File: src/rtl/riscv_mem_arbiter_pkg.sv
// Shared constants for the two-to-one instruction/data memory arbiter:
// message widths and the response-steering tag encoding.
package riscv_mem_arbiter_pkg;

    localparam int unsigned MemReqMsgW  = 67;
    localparam int unsigned MemRespMsgW = 35;

    localparam logic TagImem = 1'b0;
    localparam logic TagDmem = 1'b1;

endpackage

File: src/rtl/riscv_mem_arbiter_tagq.sv
// In-order 1-bit tag FIFO recording which requester issued each outstanding
// memory request; its head steers the next returning response.
module riscv_mem_arbiter_tagq #(
    parameter int unsigned Depth = 4
) (
    input  logic clk_i,
    input  logic rst_ni,
    input  logic push_i,
    input  logic pop_i,
    input  logic tag_i,
    output logic full_o,
    output logic empty_o,
    output logic head_o
);

    localparam int unsigned PtrW = $clog2(Depth);
    localparam int unsigned CntW = PtrW + 1;

    logic [Depth-1:0] mem_q;
    logic [PtrW-1:0]  wr_ptr_q, rd_ptr_q;
    logic [CntW-1:0]  count_q;

    assign full_o  = (count_q == CntW'(Depth));
    assign empty_o = (count_q == '0);
    assign head_o  = mem_q[rd_ptr_q];

    // Pointers wrap naturally because Depth is a power of two.
    always_ff @(posedge clk_i or negedge rst_ni) begin
        if (!rst_ni) begin
            mem_q    <= '0;
            wr_ptr_q <= '0;
            rd_ptr_q <= '0;
            count_q  <= '0;
        end else begin
            if (push_i) begin
                mem_q[wr_ptr_q] <= tag_i;
                wr_ptr_q        <= wr_ptr_q + PtrW'(1);
            end
            if (pop_i) begin
                rd_ptr_q <= rd_ptr_q + PtrW'(1);
            end
            case ({push_i, pop_i})
                2'b10:   count_q <= count_q + CntW'(1);
                2'b01:   count_q <= count_q - CntW'(1);
                default: count_q <= count_q;
            endcase
        end
    end

endmodule

File: src/rtl/riscv_mem_arbiter.sv
// Round-robin merge of the core's imem and dmem request ports onto one memory
// port; responses are steered back in order using the tag FIFO.
module riscv_mem_arbiter
    import riscv_mem_arbiter_pkg::*;
#(
    parameter int unsigned MAX_OUTSTANDING = 4
) (
    input  logic                   clk,
    input  logic                   reset,

    input  logic [MemReqMsgW-1:0]  imemreq_msg,
    input  logic                   imemreq_val,
    output logic                   imemreq_rdy,
    output logic [MemRespMsgW-1:0] imemresp_msg,
    output logic                   imemresp_val,

    input  logic [MemReqMsgW-1:0]  dmemreq_msg,
    input  logic                   dmemreq_val,
    output logic                   dmemreq_rdy,
    output logic [MemRespMsgW-1:0] dmemresp_msg,
    output logic                   dmemresp_val,

    output logic [MemReqMsgW-1:0]  memreq_msg,
    output logic                   memreq_val,
    input  logic                   memreq_rdy,
    input  logic [MemRespMsgW-1:0] memresp_msg,
    input  logic                   memresp_val,

    output logic                   err_spurious
);

    logic last_grant_q;
    logic err_spurious_q;
    logic grant;
    logic full, empty, head;
    logic fire, pop;

    // On a tie the requester that did not win the last fire goes next.
    always_comb begin
        grant = TagImem;
        if (imemreq_val && dmemreq_val) begin
            grant = ~last_grant_q;
        end else if (dmemreq_val) begin
            grant = TagDmem;
        end
    end

    assign memreq_val  = reset & (imemreq_val | dmemreq_val) & ~full;
    assign memreq_msg  = (grant == TagDmem) ? dmemreq_msg : imemreq_msg;
    assign imemreq_rdy = reset & memreq_rdy & ~full & (grant == TagImem);
    assign dmemreq_rdy = reset & memreq_rdy & ~full & (grant == TagDmem);

    assign fire = memreq_val & memreq_rdy;
    assign pop  = reset & memresp_val & ~empty;

    assign imemresp_msg = memresp_msg;
    assign dmemresp_msg = memresp_msg;
    assign imemresp_val = pop & (head == TagImem);
    assign dmemresp_val = pop & (head == TagDmem);

    assign err_spurious = err_spurious_q;

    riscv_mem_arbiter_tagq #(
        .Depth (MAX_OUTSTANDING)
    ) u_tagq (
        .clk_i   (clk),
        .rst_ni  (reset),
        .push_i  (fire),
        .pop_i   (pop),
        .tag_i   (grant),
        .full_o  (full),
        .empty_o (empty),
        .head_o  (head)
    );

    always_ff @(posedge clk or negedge reset) begin
        if (!reset) begin
            last_grant_q   <= TagImem;
            err_spurious_q <= 1'b0;
        end else begin
            if (fire) begin
                last_grant_q <= grant;
            end
            if (memresp_val && empty) begin
                err_spurious_q <= 1'b1;
            end
        end
    end

endmodule

File: config.mk
export PLATFORM = sky130hd
export DESIGN_NAME = riscv_mem_arbiter
export DESIGN_NICKNAME = d
export VERILOG_FILES = /design/src/rtl/riscv_mem_arbiter_pkg.sv /design/src/rtl/riscv_mem_arbiter_tagq.sv /design/src/rtl/riscv_mem_arbiter.sv
export SDC_FILE = /design/constraint.sdc
export NUM_CORES = 1
export LEC_CHECK = 0
export ABC_AREA = 1
export BUFFER_PORTS_ARGS = -buffer_cell sky130_fd_sc_hd__buf_4
export CAP_MARGIN = 20
export CORE_AREA = 2 2 123 125
export CTS_CLUSTER_SIZE = 24
export DETAILED_ROUTE_END_ITERATION = 12
export DIE_AREA = 0 0 125 127
export PLACE_DENSITY = 0.5
export SETUP_SLACK_MARGIN = 0.05
export SLEW_MARGIN = 10
export SYNTH_ARGS = -nofsm -noshare
export SYNTH_HDL_FRONTEND = slang
export SYNTH_HIERARCHICAL = 1
export SYNTH_SLANG_ARGS = --single-unit
File: constraint.sdc
create_clock -name clk -period 2.3 [get_ports clk]
set_input_delay 0.46 -clock clk [delete_from_list [all_inputs] [get_ports clk]]
set_output_delay 0.46 -clock clk [all_outputs]
set_load 0.01 [all_outputs]
**Yosys cells after proc, flatten, opt, wreduce, memory -nomap -nowiden**

Cells that the tools add are included.
Widths: inputs -> output; s select.

- Add/subtract/negate cells: 4
- $lt $le $gt $ge: 3
- Equal/unequal tests: 3
- Muxes and demuxes: 9
- Bitwise gates (word level): 17
- Reductions and logical operators: 5

Operators with widths:

| cell | count |
|---|---|
| $mux 67 | 1 |
| $and 1x1->1 | 11 |
| $lt 2x3->1 const B | 2 |
| $pmux 3 s2 | 1 |
| $not 1->1 | 5 |
| $add 2x1->2 const B | 2 |
| $bwmux 4 | 1 |
| $mux 1 | 4 |
| $add 3x1->3 const B | 1 |
| $eq 3x3->1 const B | 1 |
| $logic_and 1x1->1 | 3 |
| $logic_not 3->1 | 1 |
| $sub 3x1->3 const B | 1 |
| $bmux 1 s2 | 1 |
| $demux 1 s2 | 1 |
| $eq 2x1->1 const B | 1 |
| $eq 2x2->1 const B | 1 |
| $ge 2x1->1 const B | 1 |
| $reduce_bool 2->1 | 1 |
| $or 1x1->1 | 1 |

- Flip-flop bits (word level): 13
- Input bits: 175
- Output and inout port bits: 143
- Word-level logic and storage cells: 47

**Depth between registers and ports, before layout**

- Word-level depth: 6
- Mapped depth: 15
- Depth with buffers taken out: 14

**By module**

Netlist, hierarchy kept.

By module, submodules not included:

| module | instances | cells an instance | area an instance (um2) | sequential area each (um2) |
|---|---|---|---|---|
| riscv_mem_arbiter | 1 | 311 | 1525.2 | 50.0 |
| riscv_mem_arbiter_tagq | 1 | 65 | 583.1 | 275.3 |

**Worst setup path before layout**

Ideal clock, no wire load.

- Path type: reg2reg
- Start point: register u_tagq.count_q[1]
- End point: register u_tagq.count_q[2]
- Setup time: 0.117 ns
- Arrival time: 1.824 ns
- Data required time: 2.183 ns
- Setup slack: 0.360 ns
- Stages on the path, launching flop included: 14
- Path buffers: 1
- Clock period less this slack: 1.940 ns
- Cell sequence: dfrtp_1 nor3_1 nor2_1 nand2_1 inv_1 buf_4 inv_1 ha_1 inv_1 fa_1 nand2_1 nand3_1 nand2_1 nand2_1

- Cells in the longest elaborated chain, start to end: 6
- Elaborated cells on any way between the ends: 13
- Classes of those cells: add/sub: 2; eq/ne: 3; mux: 1; bitwise: 5; reduce/logical: 2

RTL lines:

| what | line | RTL |
|---|---|---|
| start, declared | riscv_mem_arbiter_tagq.sv:21 | `logic [CntW-1:0] count_q;` |
| start signal, assigned | riscv_mem_arbiter_tagq.sv:43 | `2'b10: count_q <= count_q + CntW'(1);` |
| start signal, assigned | riscv_mem_arbiter_tagq.sv:44 | `2'b01: count_q <= count_q - CntW'(1);` |
| start signal, assigned | riscv_mem_arbiter_tagq.sv:45 | `default: count_q <= count_q;` |
| $eq 3x3->1 (*) | riscv_mem_arbiter_tagq.sv:23 | `assign full_o = (count_q == CntW'(Depth));` |
| net full | riscv_mem_arbiter.sv:35 | `logic full, empty, head;` |
| $not 1->1 (*) | riscv_mem_arbiter.sv:48 | `assign memreq_val = reset & (imemreq_val \| dmemreq_val) & ~full;` |
| $and 1x1->1 (*) | riscv_mem_arbiter.sv:48 |  |
| $and 1x1->1 (*) | riscv_mem_arbiter.sv:53 | `assign fire = memreq_val & memreq_rdy;` |
| net fire | riscv_mem_arbiter.sv:36 | `logic fire, pop;` |
| $eq 2x1->1 or $eq 2x2->1 (tied branches) | riscv_mem_arbiter_tagq.sv:42 | `case ({push_i, pop_i})` |
| $pmux 3 s2 or $reduce_bool 2->1 (tied branches) | -- |  |

Mark *: on every way through the listed nets, which the timed path passes. The rest lies on a longest branch.
A chain may end at the register's enable or synchronous reset.

**Worst setup path in the final report**

- Start point: register last_grant_q
- End point: output memreq_msg[35]

- Cells in the longest elaborated chain, start to end: 3

RTL lines:

| what | line | RTL |
|---|---|---|
| start, declared | riscv_mem_arbiter.sv:32 | `logic last_grant_q;` |
| start signal, assigned | riscv_mem_arbiter.sv:78 | `last_grant_q <= TagImem;` |
| start signal, assigned | riscv_mem_arbiter.sv:82 | `last_grant_q <= grant;` |
| $not 1->1 | riscv_mem_arbiter.sv:42 | `grant = ~last_grant_q;` |
| $mux 1 | riscv_mem_arbiter.sv:41 | `if (imemreq_val && dmemreq_val) begin` |
| $mux 67 | riscv_mem_arbiter.sv:49 | `assign memreq_msg = (grant == TagDmem) ? dmemreq_msg : imemreq_msg;` |
| end, declared | riscv_mem_arbiter.sv:23 | `output logic [MemReqMsgW-1:0] memreq_msg,` |

No other way between the ends.

==> flow_summary.ini <==
[logic_synthesis]
synth_area_sq_um = 2110
synth_seq_area_share_pct = 15.4
synth-seq-cells = 13
syn_inst = 376
synth_nets = 557
yosysUniqueCellTypes = 20
ys_warn_count = 6
syn_avg_cell_area_sq_um = 5.61

[setup_path]
crit_chain = nand2_1, nand2_2, inv_2, buf_4, nand2_1, nand2_1, buf_4
required_ps = 1840
critical_path_class = reg -> out
cp_max_fo = 38
rrSetupSlack_ps = 330
worstPathArrival_ps = 1540
cp_slowest_cell = dfrtp_1
worst_path_most_repeated_cell = nand2_1
cp-end-kind = primary output
cpPeakStageDelay_ps = 370
start_kind = flip-flop

[floorplan]
io_pins = 318
die_area_sq_um = 15900
die_y_um = 127
dieWidth_um = 125
core_area_sq_um = 14400
rows = 44
start_util_pct = 14.6

[timing]
finalSetupTns_ps = 0
finalMaxSlewViolations = 0
hold_violations = 0
setup_violations = 0
fin_crit_ps = 2000
rsz0062_at_grt = no
finalWorstSetupSlack_ps = 298
max_freq_ghz = 0.500
fin_crit_sh_pct = 87.0
slew_headroom_pct = 74.3
skew_ps = 2.30
timing_worst_slew_pin_value_ps = 386

[detailed_routing]
vias_per_cell = 3.67
ant_nets = 0
routedWlPerCell_um = 11.7
vias = 2557
wirelength_um = 8140
firstDrtPassIters = 4
drc_errors = 0
first_iter_violations = 91

[cts]
clock_latency_ps = 240
ctsHtreeMaxLevel = 1
cts_resized = 0
cts_made_buffers = 3
postCtsHoldBufs = 0
clk_pin_slew_worst_paths_ps = 40
cts.sinks = 13
cts_root_buffer = clkbuf_16
cts_max_path_buffers = 2
post_cts_buffers = 0
cts_tree = done

[layout]
fill_cells = 1647
antenna_cells = 0
drive_gt1_share_pct = 43.5
nets = 695
area_growth_pct = 63.6

[place]
place_congestion = 0.716
dp_hpwl_um = 6690
port_buffers = 212
dp_slack_ps = 342

[global_routing]
grt_antenna_before_repair = 0
grt_pass1_vias = 2366
grt_pass1_wl_um = 11900
grt_usage_pct = 9.01
overflow = 0
grt_max_degree = 47

[job]
drv_cap = 0

[status]
status = finished clean

[pwr]
p_per_area_nw_per_um2 = 570
total_power_mw = 1.97
leakage_nw = 2.10
ir_drop_mv = 0.377

[worst_hold_path]
hp-class = in -> async
[flip-flops by register name, indices dropped and copies added, names as in the netlist]
| name | cells |
|---|---|
| u_tagq/count_q | 3 |
| u_tagq/wr_ptr_q | 2 |
| err_spurious | 1 |
| u_tagq/mem_q | 4 |
| last_grant_q | 1 |
| u_tagq/rd_ptr_q | 2 |
[final timing paths]
| path | cells past startpoint | end | from |
|---|---|---|---|
| min reg2reg | 1 | err_spurious | err_spurious |
| max | 7 | memreq_msg[35] | last_grant_q |
| min | 2 | u_tagq/count_q[0] | reset |
| max reg2reg | 12 | u_tagq/count_q[2] | u_tagq/count_q[1] |
| max in group asynchronous | 2 | u_tagq/mem_q[0] | reset |
| min in group clk | 2 | err_spurious | memresp_val |
[metal layers]
layer,up-vias,global-route usage (%),part of all wire (%)
met5,-,0,0
met4,0,0.980,1.1
met3,7,3.85,13
met2,197,15.0,46
met1,1035,11.2,40
li1,1318,-,-
[worst max-delay path, delay by kind of cell, from the launching register on]
kind                   cells  cell delay (ps)
flip-flops                 1              370
AND/OR/NAND/NOR            4              350
buffers and inverters      3              540
[cell type report]
cell class	instances	area [sq um]	share of cell area [%]
clock buffers	4	78.8	2.29
flip-flops and latches	13	325	9.43
well taps	184	230	6.68
repair buffers	218	1660	48.2
multi-input cells	257	1070	31.1
inverters	21	78.8	2.29
[cells in the final DEF (no fill, tap or decap)]
| master | instances |
|---|---|
| nand2_1 | 226 |
| buf_4 | 216 |
| inv_1 | 20 |
| dfrtp_1 | 13 |
| nor2_1 | 6 |
| ha_1 | 5 |
| o21ai_1 | 4 |
| nor3_1 | 3 |
| clkbuf_16 | 3 |
| xor2_1 | 3 |
| buf_12 | 2 |
| o211ai_1 | 2 |
| o21ai_0 | 2 |
| nand2_2 | 1 |
| inv_2 | 1 |
| a21o_1 | 1 |
| clkbuf_1 | 1 |
| xnor2_1 | 1 |
| nand3_1 | 1 |
| nand4_1 | 1 |
| fa_1 | 1 |
[metrics by stage]
| stage | hold WS (ps) | utilization, % | cells | area (sq um) |
|---|---|---|---|---|
| floorplan | 164 | - | 376 | 2110 |
| global placement | 421 | 23.4 | 693 | 3370 |
| detailed placement | 424 | 23.4 | 693 | 3370 |
| CTS | 167 | 23.9 | 697 | 3450 |
| global route | 179 | 23.9 | 697 | 3450 |
| finish | 165 | 23.9 | 697 | 3450 |
[cell usage after synthesis (all sizes together)]
cell / number / share of area (%)
a21o: 1 / 0.36
buf: 85 / 30
dfrtp: 13 / 15
fa: 1 / 0.95
ha: 5 / 3.0
inv: 21 / 3.7
nand2: 227 / 41
nand3: 1 / 0.24
nand4: 1 / 0.30
nor2: 6 / 1.1
nor3: 3 / 0.71
o211ai: 2 / 0.71
o21ai: 6 / 1.4
xnor2: 1 / 0.42
xor2: 3 / 1.2
[cells by family (layout without fill, tap and decap cells)]
group,count (synthesis),after routing,synth area share (%)
compound gates,9,9,2.49
simple gates,238,238,42.8
fa+ha+maj,6,6,3.92
flops,13,13,15.4
buf+inv,106,243,33.6
xor+xnor,4,4,1.66
[report_power, final]
group          leakage [nW]  switching, mW  internal (mW)
clock                0.0382         0.0905          0.233
combinational          1.90          0.610          0.611
sequential            0.156         0.0880          0.333
total                  2.10          0.788           1.18
No activity file was read; power rests on OpenSTA's default activity.
